$ cat config.mk
export PLATFORM = sky130hd
export DESIGN_NAME = imem_loader
export DESIGN_NICKNAME = d
export VERILOG_FILES = /design/src/rtl/imem_loader.sv
export SDC_FILE = /design/constraint.sdc
export NUM_CORES = 1
export LEC_CHECK = 0
export ABC_AREA = 1
export CAP_MARGIN = 15
export CORE_ASPECT_RATIO = 0.6
export CORE_MARGIN = 5
export CORE_UTILIZATION = 45
export CTS_CLUSTER_SIZE = 8
export DETAILED_ROUTE_END_ITERATION = 7
export PLACE_DENSITY = 0.73
export SLEW_MARGIN = 20
export SYNTH_ARGS = -nofsm -noshare
export SYNTH_HDL_FRONTEND = slang
export SYNTH_SLANG_ARGS = --single-unit
$ cat constraint.sdc
create_clock -name clk -period 6.9 [get_ports clk]
set_input_delay 1.035 -clock clk [delete_from_list [all_inputs] [get_ports clk]]
set_output_delay 1.035 -clock clk [all_outputs]
set_load 0.005 [all_outputs]
$ cat src/rtl/imem_loader.sv
// Program loader for the instruction memory.
// Takes a byte stream (4-byte little-endian word count, then that many
// little-endian words), writes the words to consecutive word addresses
// starting at BASE_ADDR, and keeps the core in reset until the last word
// has been written.
module imem_loader #(
    parameter int          DEPTH     = 1024,
    parameter logic [31:0] BASE_ADDR = 32'h0000_0000
) (
    input  logic        clk,
    input  logic        reset,
    input  logic [7:0]  in_data,
    input  logic        in_valid,
    output logic        in_ready,
    input  logic        restart,
    output logic        imem_we,
    output logic [31:0] imem_addr,
    output logic [31:0] imem_wdata,
    output logic        core_reset,
    output logic [31:0] initial_address,
    output logic        busy,
    output logic        error,
    output logic [31:0] words_loaded
);

    typedef enum logic [1:0] {
        ST_HDR,
        ST_DATA,
        ST_DONE,
        ST_ERROR
    } state_t;

    state_t      state;
    logic [1:0]  byte_idx;
    logic [31:0] word_count;
    logic [31:0] word_buf;
    logic        accept;
    logic [31:0] hdr_word;
    logic [31:0] data_word;
    logic [31:0] next_loaded;

    // A byte moves only when both sides agree; the 4th byte of a header or
    // word completes the value together with the three already buffered.
    assign accept          = in_valid && in_ready;
    assign hdr_word        = {in_data, word_count[23:0]};
    assign data_word       = {in_data, word_buf[23:0]};
    assign next_loaded     = words_loaded + 32'd1;
    assign initial_address = BASE_ADDR;

    // Loader state machine; every output is registered here so the memory
    // write and the core reset release happen on the same edge.
    always_ff @(posedge clk or posedge reset) begin
        if (reset) begin
            state        <= ST_HDR;
            byte_idx     <= 2'd0;
            word_count   <= 32'd0;
            word_buf     <= 32'd0;
            in_ready     <= 1'b1;
            imem_we      <= 1'b0;
            imem_addr    <= 32'd0;
            imem_wdata   <= 32'd0;
            core_reset   <= 1'b1;
            busy         <= 1'b1;
            error        <= 1'b0;
            words_loaded <= 32'd0;
        end else begin
            imem_we <= 1'b0;
            case (state)
                ST_HDR: begin
                    if (accept) begin
                        word_count[8*byte_idx +: 8] <= in_data;
                        byte_idx <= byte_idx + 2'd1;
                        if (byte_idx == 2'd3) begin
                            if (hdr_word == 32'd0) begin
                                state      <= ST_DONE;
                                in_ready   <= 1'b0;
                                core_reset <= 1'b0;
                                busy       <= 1'b0;
                            end else if (hdr_word > 32'(DEPTH)) begin
                                state    <= ST_ERROR;
                                in_ready <= 1'b0;
                                error    <= 1'b1;
                                busy     <= 1'b0;
                            end else begin
                                state        <= ST_DATA;
                                words_loaded <= 32'd0;
                            end
                        end
                    end
                end
                ST_DATA: begin
                    if (accept) begin
                        word_buf[8*byte_idx +: 8] <= in_data;
                        byte_idx <= byte_idx + 2'd1;
                        if (byte_idx == 2'd3) begin
                            imem_we      <= 1'b1;
                            imem_wdata   <= data_word;
                            imem_addr    <= BASE_ADDR + {words_loaded[29:0], 2'b00};
                            words_loaded <= next_loaded;
                            if (next_loaded == word_count) begin
                                state      <= ST_DONE;
                                in_ready   <= 1'b0;
                                core_reset <= 1'b0;
                                busy       <= 1'b0;
                            end
                        end
                    end
                end
                ST_DONE, ST_ERROR: begin
                    if (restart) begin
                        state        <= ST_HDR;
                        byte_idx     <= 2'd0;
                        word_count   <= 32'd0;
                        words_loaded <= 32'd0;
                        in_ready     <= 1'b1;
                        core_reset   <= 1'b1;
                        busy         <= 1'b1;
                        error        <= 1'b0;
                    end
                end
                default: begin
                    state <= ST_HDR;
                end
            endcase
        end
    end

endmodule

# Word level (Yosys, flattened, before mapping)
# Index checks and enable logic that the tools add are counted.
[totals] input_bits=12 reg_bits=166
[op_classes] magnitude_cmp=1 reduce_logical=15 mux=45 shift=2 n_eq_ne=17 add_sub_neg=3
[op_table] operator="32-bit two-way mux" n=8
[op_table] operator="32-bit one-hot mux with 3 select lines" n=1
[op_table] operator="32-bit bitwise mux" n=2
[op_table] operator="32-bit one-hot mux with 2 select lines" n=1
[op_table] operator="5-bit negation with 34-bit output" n=1
[op_table] operator="8-bit by 34-bit variable shift with 32-bit output, first input constant" n=1
[op_table] operator="8-bit by 34-bit variable part select with 32-bit output" n=1
[op_table] operator="32-bit by 1-bit adder with 32-bit output, second input constant" n=1
[op_table] operator="32-bit == test" n=1
[op_table] operator="32-bit by 11-bit greater-than comparator with 1-bit output, second input constant" n=1
[op_table] operator="32-bit zero test" n=1
[op_table] operator="7-bit AND reduction" n=3
[op_table] operator="2-bit inequality test, second input constant" n=10
[op_table] operator="1-bit two-way mux" n=19
[op_table] operator="2-bit two-way mux" n=9
[op_table] operator="6-bit AND reduction" n=2
[op_table] operator="2-bit == test, second input constant" n=3
[op_table] operator="1-bit one-hot mux with 3 select lines" n=2
[op_table] operator="2-bit one-hot mux with 3 select lines" n=1
[op_table] operator="3-bit AND reduction" n=2
[op_table] operator="2-bit one-hot mux with 2 select lines" n=1
[op_table] operator="2-bit AND reduction" n=2
[op_table] operator="2-bit OR reduction" n=2
[op_table] operator="3-bit inequality test, second input constant" n=1
[op_table] operator="7 further kinds" n=7

# Logic depth before layout (Yosys ltp)
[depth] depth_word=6 depth_mapped=18

# Least setup slack after synthesis
# No wires, ideal clock.
[synth_timing] path_kind="input-to-reg" from="input in_data[4]" to="register words_loaded[13]" t_arrival_ps=2319 path_stages=10 path_buffers=1 slack_ps=4451 setup_time_ps=130 cell_sequence="inv_1 > nand4_1 > nor2_1 > nor4b_2 > nand2_1 > nor2_1 > nor2_1 > nor2_1 > clkbuf_1 > o21ai_0"
[synth_via] elab_chain_len=3
[synth_lines] element="start: declaration" line_no="12" rtl="input logic [7:0] in_data,"
[synth_lines] element="32-bit by 11-bit greater-than comparator with 1-bit output / 32-bit zero test (equally long branches)" line_no="79, 74"
[synth_lines] element="2-bit inequality test (no source line)"
[synth_lines] element="7-bit AND reduction (no source line) *"
[synth_lines] element="end signal: assignment" line_no="99" rtl="words_loaded <= next_loaded;"
[synth_lines] element="end: declaration" line_no="23" rtl="output logic [31:0] words_loaded"
# Every way passes the cells marked *; elsewhere a longest branch is shown, timed or not.
# A chain may end at the register's enable or synchronous reset.

# Worst setup path after layout
[layout_timing] from="input in_data[1]" to="register state[1]"
[layout_via] elab_chain_len=6
[layout_lines] element="32-bit by 11-bit greater-than comparator with 1-bit output" line_no="79" rtl="end else if (hdr_word > 32'(DEPTH)) begin"
[layout_lines] element="2-bit two-way mux" line_no="79"
[layout_lines] element="2-bit two-way mux *" line_no="74" rtl="if (hdr_word == 32'd0) begin"
[layout_lines] element="2-bit two-way mux *" line_no="73" rtl="if (byte_idx == 2'd3) begin"
[layout_lines] element="2-bit two-way mux *" line_no="70" rtl="if (accept) begin"
[layout_lines] element="2-bit one-hot mux with 3 select lines *" line_no="68" rtl="case (state)"
[layout_lines] element="end signal: assignment" line_no="75" rtl="state <= ST_DONE;"
[layout_lines] element="end signal: assignment" line_no="80" rtl="state <= ST_ERROR;"
[layout_lines] element="end signal: assignment" line_no="85" rtl="state <= ST_DATA;"
[layout_lines] element="end: declaration" line_no="33" rtl="state_t state;"
# Every way passes the cells marked *; elsewhere a longest branch is shown, timed or not. The select of a mux whose other input is x is not followed.

==> qor.txt <==
shortest clock period the worst path allows after layout: 3.33 ns
synthesized instance count: 1,050
violation count after the first detailed-routing iteration: 1,003
per-instance average area after synthesis: 7.75 um^2
Finish-stage setup viols: 0
Critical Path Start Type: primary input
final RePlAce weighted congestion: 0.954
number of register bits inferred by synthesis: 158
post-route insts no fill: 1,403
VDD IR-drop max: 154 uV
final slew viol count: 0
number of clock sinks: 158
die height: 114 um
clock-pin slew of the registers on the worst-case setup and hold paths: 0.07 ns
post-layout utilization of the core: 55.3%
Setup Skew: 0.00916 ns
standard cell area after detailed placement: 9320 um^2
hold violation count in the final report: 0
pin slew with the least headroom to its limit: 1.01 ns
Fmax achieved: 300 MHz
nets@finish: 1,168
critical-path maximum fanout: 34
buffering stage count on the worst path with inverters included: 2
GRT Util Overall: 22.8%
data arrival time of the critical path: 3.64 ns
number of placed instances with taps included: 1,371
startpoint-to-endpoint class of the critical path: in2reg
Inserted Diodes: 0
post-detailed-route via-to-cell ratio: 5.28
crit share post-route: 48.2%
via count: 7,405
portion of synthesized cell area occupied by the leading cell type: 47.9%
fillers: 1,666
max-capacitance violation count: 0
Area Growth Syn to Fin: 21.7%
count of buffers from port buffering: 110
relative slew slack: 32.5%
clock buffer count from CTS: 17
endpoint class of the critical path: flop
DRT Wirelength: 23.6 mm
Synth Warn #: 0
Min-Delay Path Class: reg2reg
cell class contributing the biggest share of worst-path delay: simple AND/OR/NAND/NOR gates
# resized after CTS: 0
sequential standard cell area: 3960 um^2
cell repeated most along the worst path: nor2_1
cell area after technology mapping: 8140 um^2
row count: 38
maximum number of pins on one net before global-route repair: 100
buffer depth of the longest clock path: 2
most used flip-flop cell after synthesis: dfrtp_1
width of the die: 184 um
most area-hungry cell type in the Yosys netlist: dfrtp_1
number of global-route vias before repair: 6,878
initial antenna violation count: 0
highest-delay cell along the critical path: nor2_4
hold_buf cts: 0
distinct cell type count of the synthesized netlist: 36
Final WS setup: 3.57 ns
sequential share of the synthesized area: 48.6%
ANT nets after route: 0
DR DRC count: 0
Core Box Area: 17,900 um^2
final standard cell area without fillers: 9910 um^2
power density cells: 191 nW/um^2
worst-case hold slack: 0.471 ns
remaining global-route overflow: 0
ranking of synthesized cells by area: dfrtp_1, nand2_1, o21ai_0
setup repair bufs after CTS: 0
depth of the CTS H-tree: 4
Synth async-reset ratio: 100%
number of search-and-repair iterations in the first detailed-routing pass: 5
proportion of layout cells with a drive suffix above 1: 5.59%
average routed wire per standard cell: 16.8 um
Root Buffer Master: clkbuf_16
unrepaired setup endpoints after global routing: no
TNS Setup: 0 ns
CP max stage delay: 0.68 ns
number of flops mapped to enable cells by yosys: 0
global-route wire length before repair: 37.6 mm
Die Footprint: 21,000 um^2
critical path, cell by cell: clkdlybuf4s50_1 -> inv_1 -> nand4_1 -> nor2_1 -> nor4b_2 -> nand2_1 -> nor2_1 -> nor2_1 -> nor2_4 -> nand2_1 -> and3_1
post-place setup slack: 3.14 ns
Leak Pwr: 5.03 nW
CP required: 7.21 ns
estimated wirelength of the detail-placed design: 17.7 mm
IO Count: 145
clock latency of the later-clocked register in the worst-skew pair: 0.42 ns
combined area of the multi-input logic cells: 3470 um^2
starting density of the core: 45.4%
run status: completed
Final Power: 1.89 mW
clock tree from TritonCTS: done
tightest hold or removal path, delay by kind of cell, from the launching register on:
| kind | cells | cell delay [ns] |
|---|---|---|
| flip-flops | 1 | 0.34 |
| AND/OR/NAND/NOR | 2 | 0.10 |
path summary, 6_finish.rpt:
kind | end | cells past startpoint | startpoint | slack (ns)
min reg2reg | imem_wdata[1] | 2 | imem_wdata[1] | 0.47
min in group asynchronous | imem_addr[4] | 2 | reset | 1.15
min | imem_wdata[1] | 2 | imem_wdata[1] | 0.47
max reg2reg | imem_addr[25] | 9 | state[1] | 3.72
max | state[1] | 11 | in_data[1] | 3.57
max in group asynchronous | word_count[20] | 3 | reset | 4.41
cells by family (layout without fill, tap and decap cells):
family / after synthesis / in the layout / share of synthesized area [%]
compound gates: 159 / 159 / 10.6
xor+xnor: 12 / 12 / 1.64
fa+ha+maj: 6 / 6 / 0.922
buf+inv: 191 / 271 / 10.5
flops: 158 / 158 / 48.6
other cells: 1 / 34 / 0.0461
simple gates: 523 / 523 / 27.7
state kept, by name, indices dropped and copies added (netlist names):
name          cells
imem_addr        30
state             2
word_buf         24
words_loaded     32
byte_idx          2
core_reset        1
imem_wdata       32
busy              1
error             1
imem_we           1
word_count       32
synthesized netlist by cell type (all sizes together) (6+ instances only):
cell    number
a21oi        9
buf         43
clkbuf      22
dfrtp      156
ha           6
inv        126
nand2      312
nand3       85
nand4       15
nor2        92
nor3        15
o21ai      108
o22ai       36
xor2         8
layout by cell type, fill, tap and decap left out, types with 15 or more instances in the layout:
master           count
o22ai_1             36
nor2_1              80
conb_1              34
nand4_1             15
inv_1              123
clkbuf_16           17
dfrtp_1            156
nor3_1              15
clkdlybuf4s50_1    110
nand3_1             84
nand2_1            303
o21ai_0            107
report_power, final:
| part | total, mW | internal [mW] | leakage, nW | switching, mW |
|---|---|---|---|---|
| clock network | 0.930 | 0.524 | 0.275 | 0.406 |
| logic | 0.0365 | 0.00677 | 2.98 | 0.0297 |
| registers | 0.926 | 0.926 | 1.78 | 0 |
| total | 1.89 | 1.46 | 5.03 | 0.436 |
final cells by class:
type | instances | area share [%]
clock buffers | 19 | 4.57
repair buffers | 113 | 11.3
inverters | 126 | 4.84
clock inverters | 13 | 1.30
well taps | 240 | 3.03
multi-input cells | 734 | 35.0
flip-flops and latches | 158 | 39.9
metal layers:
metal	vias to the layer above	GRT usage, %	part of all wire [%]
met5	-	0	0
met4	0	5.21	1.1
met3	25	7.90	12
met2	361	29.2	38
met1	3483	36.4	49
li1	3536	-	-
Note: power is estimated with default switching activity, not from simulation.
